`config.mk`:
```
export PLATFORM = sky130hd
export DESIGN_NAME = mul_job_sequencer
export DESIGN_NICKNAME = d
export VERILOG_FILES = /design/src/rtl/mul_seq_pkg.sv /design/src/rtl/sync_fifo.sv /design/src/rtl/mul_job_sequencer.sv
export SDC_FILE = /design/constraint.sdc
export NUM_CORES = 1
export LEC_CHECK = 0
export ABC_AREA = 1
export BUFFER_PORTS_ARGS = -buffer_cell sky130_fd_sc_hd__buf_2
export CORE_MARGIN = 2
export CORE_UTILIZATION = 25
export DETAILED_ROUTE_END_ITERATION = 10
export PLACE_DENSITY_LB_ADDON = 0.12
export REMOVE_ABC_BUFFERS = 1
export SLEW_MARGIN = 20
export SYNTH_ARGS = -nofsm -noshare
export SYNTH_HDL_FRONTEND = slang
export SYNTH_HIERARCHICAL = 1
export SYNTH_SLANG_ARGS = --single-unit
```
`constraint.sdc`:
```
create_clock -name clk_i -period 3.02 [get_ports clk_i]
set_input_delay 0.302 -clock clk_i [delete_from_list [all_inputs] [get_ports clk_i]]
set_output_delay 0.302 -clock clk_i [all_outputs]
set_load 0.02 [all_outputs]
```
`src/rtl/mul_seq_pkg.sv`:
```
// mul_seq_pkg
//   Shared definitions for the multiplier job sequencer slice.
//   - seq_state_t : sequencer FSM states (IDLE, START, WAIT)
//   - MUL_W       : default operand width of the shift-add multiplier
//   - clog2_f     : constant-foldable ceil(log2) used to size pointers/counters
package mul_seq_pkg;

   localparam int MUL_W = 16;

   typedef enum logic [1:0] {
      IDLE  = 2'd0,
      START = 2'd1,
      WAIT  = 2'd2
   } seq_state_t;

   // Returns ceil(log2(value)); 1 and below map to 0.
   function automatic int clog2_f(input int value);
      int result;
      int rem;
      result = 0;
      rem    = value - 1;
      while (rem > 0) begin
         result = result + 1;
         rem    = rem >> 1;
      end
      return result;
   endfunction

endpackage

```
`src/rtl/sync_fifo.sv`:
```
// sync_fifo
//   Single-clock FIFO with registered occupancy and no write-to-read bypass:
//   an entry pushed in one cycle becomes visible on data_o the next cycle.
//   DEPTH must be a power of two so the pointers wrap on their own.
// Ports
//   clk_i    in   1                 clock, rising edge
//   rst_i    in   1                 asynchronous active-high reset, empties FIFO
//   push_i   in   1                 write data_i (ignored when full)
//   data_i   in   WIDTH             write data
//   pop_i    in   1                 discard head entry (ignored when empty)
//   data_o   out  WIDTH             head entry, valid while empty_o=0
//   full_o   out  1                 count == DEPTH
//   empty_o  out  1                 count == 0
//   count_o  out  log2(DEPTH)+1     number of stored entries
module sync_fifo
   import mul_seq_pkg::*;
#(
   parameter int WIDTH = 32,
   parameter int DEPTH = 4
) (
   input  logic                      clk_i,
   input  logic                      rst_i,
   input  logic                      push_i,
   input  logic [WIDTH-1:0]          data_i,
   input  logic                      pop_i,
   output logic [WIDTH-1:0]          data_o,
   output logic                      full_o,
   output logic                      empty_o,
   output logic [clog2_f(DEPTH):0]   count_o
);

   localparam int AW = clog2_f(DEPTH);

   logic [WIDTH-1:0] mem_q [DEPTH];
   logic [AW-1:0]    wr_ptr_q, wr_ptr_d;
   logic [AW-1:0]    rd_ptr_q, rd_ptr_d;
   logic [AW:0]      count_q, count_d;
   logic             do_push, do_pop;

   assign full_o  = (count_q == (AW+1)'(DEPTH));
   assign empty_o = (count_q == '0);
   assign data_o  = mem_q[rd_ptr_q];
   assign count_o = count_q;

   always_comb begin
      do_push  = push_i & ~full_o;
      do_pop   = pop_i & ~empty_o;
      wr_ptr_d = wr_ptr_q;
      rd_ptr_d = rd_ptr_q;
      count_d  = count_q;
      if (do_push) begin
         wr_ptr_d = wr_ptr_q + AW'(1);
      end
      if (do_pop) begin
         rd_ptr_d = rd_ptr_q + AW'(1);
      end
      // Simultaneous push and pop leaves occupancy unchanged.
      case ({do_push, do_pop})
         2'b10:   count_d = count_q + (AW+1)'(1);
         2'b01:   count_d = count_q - (AW+1)'(1);
         default: count_d = count_q;
      endcase
   end

   always_ff @(posedge clk_i or posedge rst_i) begin
      if (rst_i) begin
         wr_ptr_q <= '0;
         rd_ptr_q <= '0;
         count_q  <= '0;
      end else begin
         wr_ptr_q <= wr_ptr_d;
         rd_ptr_q <= rd_ptr_d;
         count_q  <= count_d;
      end
   end

   // Storage needs no reset: an entry is only read after it has been written.
   always_ff @(posedge clk_i) begin
      if (do_push) begin
         mem_q[wr_ptr_q] <= data_i;
      end
   end

endmodule

```
`src/rtl/mul_job_sequencer.sv`:
```
// mul_job_sequencer
//   Feeds operand pairs from a small FIFO to a shift-add multiplier one job at
//   a time, collects each product into a single-slot result register and
//   abandons jobs whose done flag never arrives (sticky err_o).
// Ports
//   clk_i / rst_i               clock, asynchronous active-high reset
//   in_valid_i/in_ready_o       operand stream handshake
//   in_a_i, in_b_i              operands A and B
//   mul_a_o, mul_b_o            operands held stable for the running job
//   mul_start_o                 one-cycle start pulse to the multiplier
//   mul_done_i, mul_p_i         multiplier completion and product
//   res_valid_o/res_ready_i     result handshake, res_data_o product
//   busy_o                      work queued or in flight
//   err_o, err_clr_i            sticky timeout flag and its clear
module mul_job_sequencer
   import mul_seq_pkg::*;
#(
   parameter int W       = MUL_W,
   parameter int DEPTH   = 4,
   parameter int TIMEOUT = 64
) (
   input  logic             clk_i,
   input  logic             rst_i,
   input  logic             in_valid_i,
   output logic             in_ready_o,
   input  logic [W-1:0]     in_a_i,
   input  logic [W-1:0]     in_b_i,
   output logic [W-1:0]     mul_a_o,
   output logic [W-1:0]     mul_b_o,
   output logic             mul_start_o,
   input  logic             mul_done_i,
   input  logic [2*W-1:0]   mul_p_i,
   output logic             res_valid_o,
   input  logic             res_ready_i,
   output logic [2*W-1:0]   res_data_o,
   output logic             busy_o,
   output logic             err_o,
   input  logic             err_clr_i
);

   localparam int              AW      = clog2_f(DEPTH);
   localparam int              WD_W    = clog2_f(TIMEOUT);
   localparam logic [WD_W-1:0] WD_LAST = WD_W'(TIMEOUT - 1);

   seq_state_t        state_q, state_d;
   logic [W-1:0]      mul_a_q, mul_a_d;
   logic [W-1:0]      mul_b_q, mul_b_d;
   logic [WD_W-1:0]   wdog_q, wdog_d;
   logic              res_valid_q, res_valid_d;
   logic [2*W-1:0]    res_data_q, res_data_d;
   logic              err_q, err_d;
   logic              ready_en_q, ready_en_d;

   logic              fifo_push, fifo_pop;
   logic [2*W-1:0]    fifo_dout;
   logic              fifo_full, fifo_empty;
   logic [AW:0]       fifo_count;

   sync_fifo #(
      .WIDTH (2*W),
      .DEPTH (DEPTH)
   ) u_fifo (
      .clk_i   (clk_i),
      .rst_i   (rst_i),
      .push_i  (fifo_push),
      .data_i  ({in_a_i, in_b_i}),
      .pop_i   (fifo_pop),
      .data_o  (fifo_dout),
      .full_o  (fifo_full),
      .empty_o (fifo_empty),
      .count_o (fifo_count)
   );

   // ready_en_q keeps in_ready_o low while reset is held; afterwards the
   // ready flag follows the registered FIFO occupancy.
   assign in_ready_o  = ready_en_q & ~fifo_full;
   assign fifo_push   = in_valid_i & in_ready_o;
   assign mul_a_o     = mul_a_q;
   assign mul_b_o     = mul_b_q;
   assign mul_start_o = (state_q == START);
   assign res_valid_o = res_valid_q;
   assign res_data_o  = res_data_q;
   assign err_o       = err_q;
   assign busy_o      = (fifo_count != '0) || (state_q != IDLE);

   always_comb begin
      state_d     = state_q;
      mul_a_d     = mul_a_q;
      mul_b_d     = mul_b_q;
      wdog_d      = wdog_q;
      res_valid_d = res_valid_q;
      res_data_d  = res_data_q;
      err_d       = err_q;
      ready_en_d  = 1'b1;
      fifo_pop    = 1'b0;

      if (res_valid_q && res_ready_i) begin
         res_valid_d = 1'b0;
      end
      // Clear first so a timeout in the same cycle still leaves err set.
      if (err_clr_i) begin
         err_d = 1'b0;
      end

      case (state_q)
         IDLE: begin
            // A pending result blocks issue: the result slot holds one entry.
            if (!fifo_empty && !res_valid_q) begin
               fifo_pop = 1'b1;
               mul_a_d  = fifo_dout[2*W-1:W];
               mul_b_d  = fifo_dout[W-1:0];
               state_d  = START;
            end
         end
         START: begin
            wdog_d  = '0;
            state_d = WAIT;
         end
         WAIT: begin
            // Done has priority over watchdog expiry in the same cycle.
            if (mul_done_i) begin
               res_data_d  = mul_p_i;
               res_valid_d = 1'b1;
               state_d     = IDLE;
            end else if (wdog_q == WD_LAST) begin
               err_d   = 1'b1;
               state_d = IDLE;
            end else begin
               wdog_d = wdog_q + WD_W'(1);
            end
         end
         default: begin
            state_d = IDLE;
         end
      endcase
   end

   always_ff @(posedge clk_i or posedge rst_i) begin
      if (rst_i) begin
         state_q     <= IDLE;
         mul_a_q     <= '0;
         mul_b_q     <= '0;
         wdog_q      <= '0;
         res_valid_q <= 1'b0;
         res_data_q  <= '0;
         err_q       <= 1'b0;
         ready_en_q  <= 1'b0;
      end else begin
         state_q     <= state_d;
         mul_a_q     <= mul_a_d;
         mul_b_q     <= mul_b_d;
         wdog_q      <= wdog_d;
         res_valid_q <= res_valid_d;
         res_data_q  <= res_data_d;
         err_q       <= err_d;
         ready_en_q  <= ready_en_d;
      end
   end

endmodule
```
==> results.py <==
metrics = {
    "run": {
        "max_cap_violations": 0,
    },
    "timing": {
        "worst_pin_slew_ns": 0.627,
        "finalHoldViolations": 0,
        "finalSetupViolCount": 0,
        "finalMaxSlewViolations": 0,
        "whs_ns": 0.0297,
        "layout_min_cycle_time_ns": 2.45,
        "fin_setup_tns_ns": 0,
        "skew_ns": 0.0136,
        "rsz0062_at_grt": "no",
        "post-route-period-util_pct": 81.0,
        "slew_headroom_pct": 58.1,
        "max_freq_ghz": 0.409,
    },
    "die": {
        "die_area_um2": 36100,
        "die_x_um": 190,
        "die_h_um": 190,
        "coreArea_um2": 34300,
        "start_util_pct": 25.2,
        "pin_count": 139,
        "std_cell_rows": 68,
    },
    "critical_path": {
        "worst-endpoint-required_ns": 3.46,
        "critPathCaptureType": "register",
        "cp_max_fo": 7,
        "max_stage_delay_ns": 0.40,
        "crit_path_start": "u_fifo/count_o[0]",
        "crit_slowest_cell": "fa_1",
        "cp_common_cell": "inv_1",
        "criticalPathCategory": "register to register",
        "start_kind": "register",
        "crit_chain": "inv_1 -> nand3_1 -> inv_1 -> nor3b_1 -> nand2_1 -> ha_1 -> inv_1 -> fa_1 -> o21ai_0",
        "arrival_ns": 2.89,
        "r2r_start": "u_fifo/count_o[0]",
    },
    "final_layout": {
        "finalNonFillerCells": 1472,
        "final_common_cell": "nand2_1",
        "layout-drive-gt1-share_pct": 21.5,
        "fin_area_um2": 11300,
        "layout_common_cells": "nand2_1 (323), buf_2 (138), edfxtp_1 (128), inv_1 (90), dfrtp_1 (81)",
        "nets": 1076,
        "syn2layout_area_growth_pct": 30.8,
    },
    "logic_synthesis": {
        "yosysTopAreaCell": "edfxtp_1",
        "synth_cell_types": 31,
        "synthArstFlopShare_pct": 39.0,
        "synth_cells": 788,
        "synth_edf_count": 128,
        "synth_top_cells_by_area": "edfxtp_1 (44%), dfrtp_1 (24%), nand2_1 (14%)",
        "netlist_area_um2": 8650,
        "ys_warn_count": 6,
        "ys_seq_area_share_pct": 68.2,
        "synth_seq_cells": 210,
        "ys.flop_type": "edfxtp_1",
        "synth_top_area_share_pct": 44.5,
        "avgSynthCellArea_um2": 11.0,
    },
    "clock_network": {
        "cts_made_buffers": 25,
        "cts_max_path_buffers": 3,
        "cts_sinks": 210,
        "tritoncts": "done",
        "cts_resized": 0,
        "htree_levels": 1,
        "clk_pin_slew_ns": 0.06,
        "cts_root_buffer": "clkbuf_16",
        "clock_latency_ns": 0.53,
    },
    "routing": {
        "wl_per_cell_um": 14.2,
        "drt-vias-per-instance": 4.00,
        "drtIter0Drc": 231,
        "drt_first_pass_iters": 4,
        "drt_wl_total_um": 20900,
        "antenna_left": 0,
        "route.detailed.drc": 0,
        "vias": 5886,
    },
    "hold_path": {
        "hold_start": "in_b_i[12]",
        "hold_class": "input pin to register",
    },
    "placed_design": {
        "placed_area_um2": 9830,
        "dp.cells": 1360,
        "gp_congestion": 0.673,
        "io_buffer_count": 138,
        "dp_hpwl_um": 12900,
    },
    "global_routing": {
        "antenna_found_initial": 2,
        "grt_pass1_vias": 5785,
        "grt_max_degree": 58,
        "grt_pass1_wl_um": 32800,
        "gr-total-overflow": 0,
        "grtUsageTotal_pct": 11.5,
    },
    "power_and_ir_drop": {
        "power_density_nw_per_um2": 961,
        "p_total_mw": 10.9,
        "p_leak_nw": 5.17,
        "ir_drop_uv": 435,
    },
    "outcome": {
        "run_status": "complete, no violations",
    },
}
-- cell usage after synthesis, types with 2 or more instances --
master / instances
nand2_1: 324
edfxtp_1: 128
inv_1: 92
dfrtp_1: 82
o211ai_1: 65
buf_6: 14
nand3_1: 13
buf_2: 12
ha_1: 9
nor2_1: 7
clkbuf_1: 5
nand2_2: 5
buf_4: 4
inv_2: 4
o21ai_2: 4
o21ai_0: 3
o21ai_1: 2
o21bai_1: 2
-- logic make-up after synthesis --
logic type	share of synthesized area (%)
flip-flops	68.2
AND/OR/NAND/NOR	16.3
XOR/XNOR	0.101
adder cells (fa/ha/maj)	1.53
buffers and inverters	7.25
other	0.0434
AO/OA/AOI/OAI	6.58
-- stage by stage --
step	utilization (%)	setup WS, ns
global route	33.0	0.384
CTS	32.9	0.566
floorplan	-	0.113
finish	33.0	0.574
global placement	28.7	0.669
detailed placement	28.7	0.591
-- worst max-delay path, delay by kind of cell (launching register included) --
family / cells / cell delay, ns
AND/OR/NAND/NOR: 3 / 0.83
adder cells (fa/ha/maj): 2 / 0.74
flip-flops: 1 / 0.38
buffers and inverters: 3 / 0.26
AO/OA/AOI/OAI: 1 / 0.15
-- power breakdown --
| group | total, mW | switching (mW) | internal (mW) |
|---|---|---|---|
| registers | 4.03 | 0.285 | 3.74 |
| clock network | 3.00 | 1.21 | 1.79 |
| logic | 3.84 | 2.63 | 1.21 |
-- cell type report --
| class | count | area, µm² |
|---|---|---|
| sequential | 210 | 5900 |
| tap | 455 | 569 |
| inverter | 96 | 364 |
| antenna | 2 | 5.00 |
| multi-input combinational | 447 | 2160 |
| clock inverter | 15 | 140 |
| timing repair buffer | 216 | 1490 |
| clock buffer | 31 | 688 |
| fill | 3500 | 23000 |
-- timing repair --
item                      in CTS  in global routing
hold buffers                  63                  1
setup buffers                  0                  0
hold endpoints to repair     175                  2
-- path summary, 6_finish.rpt --
kind	to	slack (ns)	cells past startpoint
max reg2reg	u_fifo/count_o[1]	0.57	9
min reg2reg	res_data_o[6]	0.47	2
min	u_fifo/mem_q[2][12]	0.03	1
max	u_fifo/count_o[1]	0.57	9
max in group asynchronous	mul_b_o[1]	1.96	4
min in group asynchronous	u_fifo/count_o[2]	0.33	3
-- routing by layer --
| metal | track usage, % | vias to the layer above | part of all wire [%] |
|---|---|---|---|
| li1 | - | 2993 | - |
| met1 | 15.8 | 2695 | 48 |
| met2 | 18.7 | 165 | 44 |
| met3 | 2.34 | 33 | 5.6 |
| met4 | 3.07 | 0 | 2.4 |
| met5 | 0 | - | 0 |
-- registers in the layout, indices dropped and copies added (netlist names), 2 cells and up --
name	cells
u_fifo/rd_ptr_q	2
mul_a_o	16
u_fifo/count_o	3
wdog_q	6
res_data_o	32
mul_b_o	16
u_fifo/mem_q	128
state_q	2
u_fifo/wr_ptr_q	2
No activity file was read; power rests on OpenSTA's default activity.
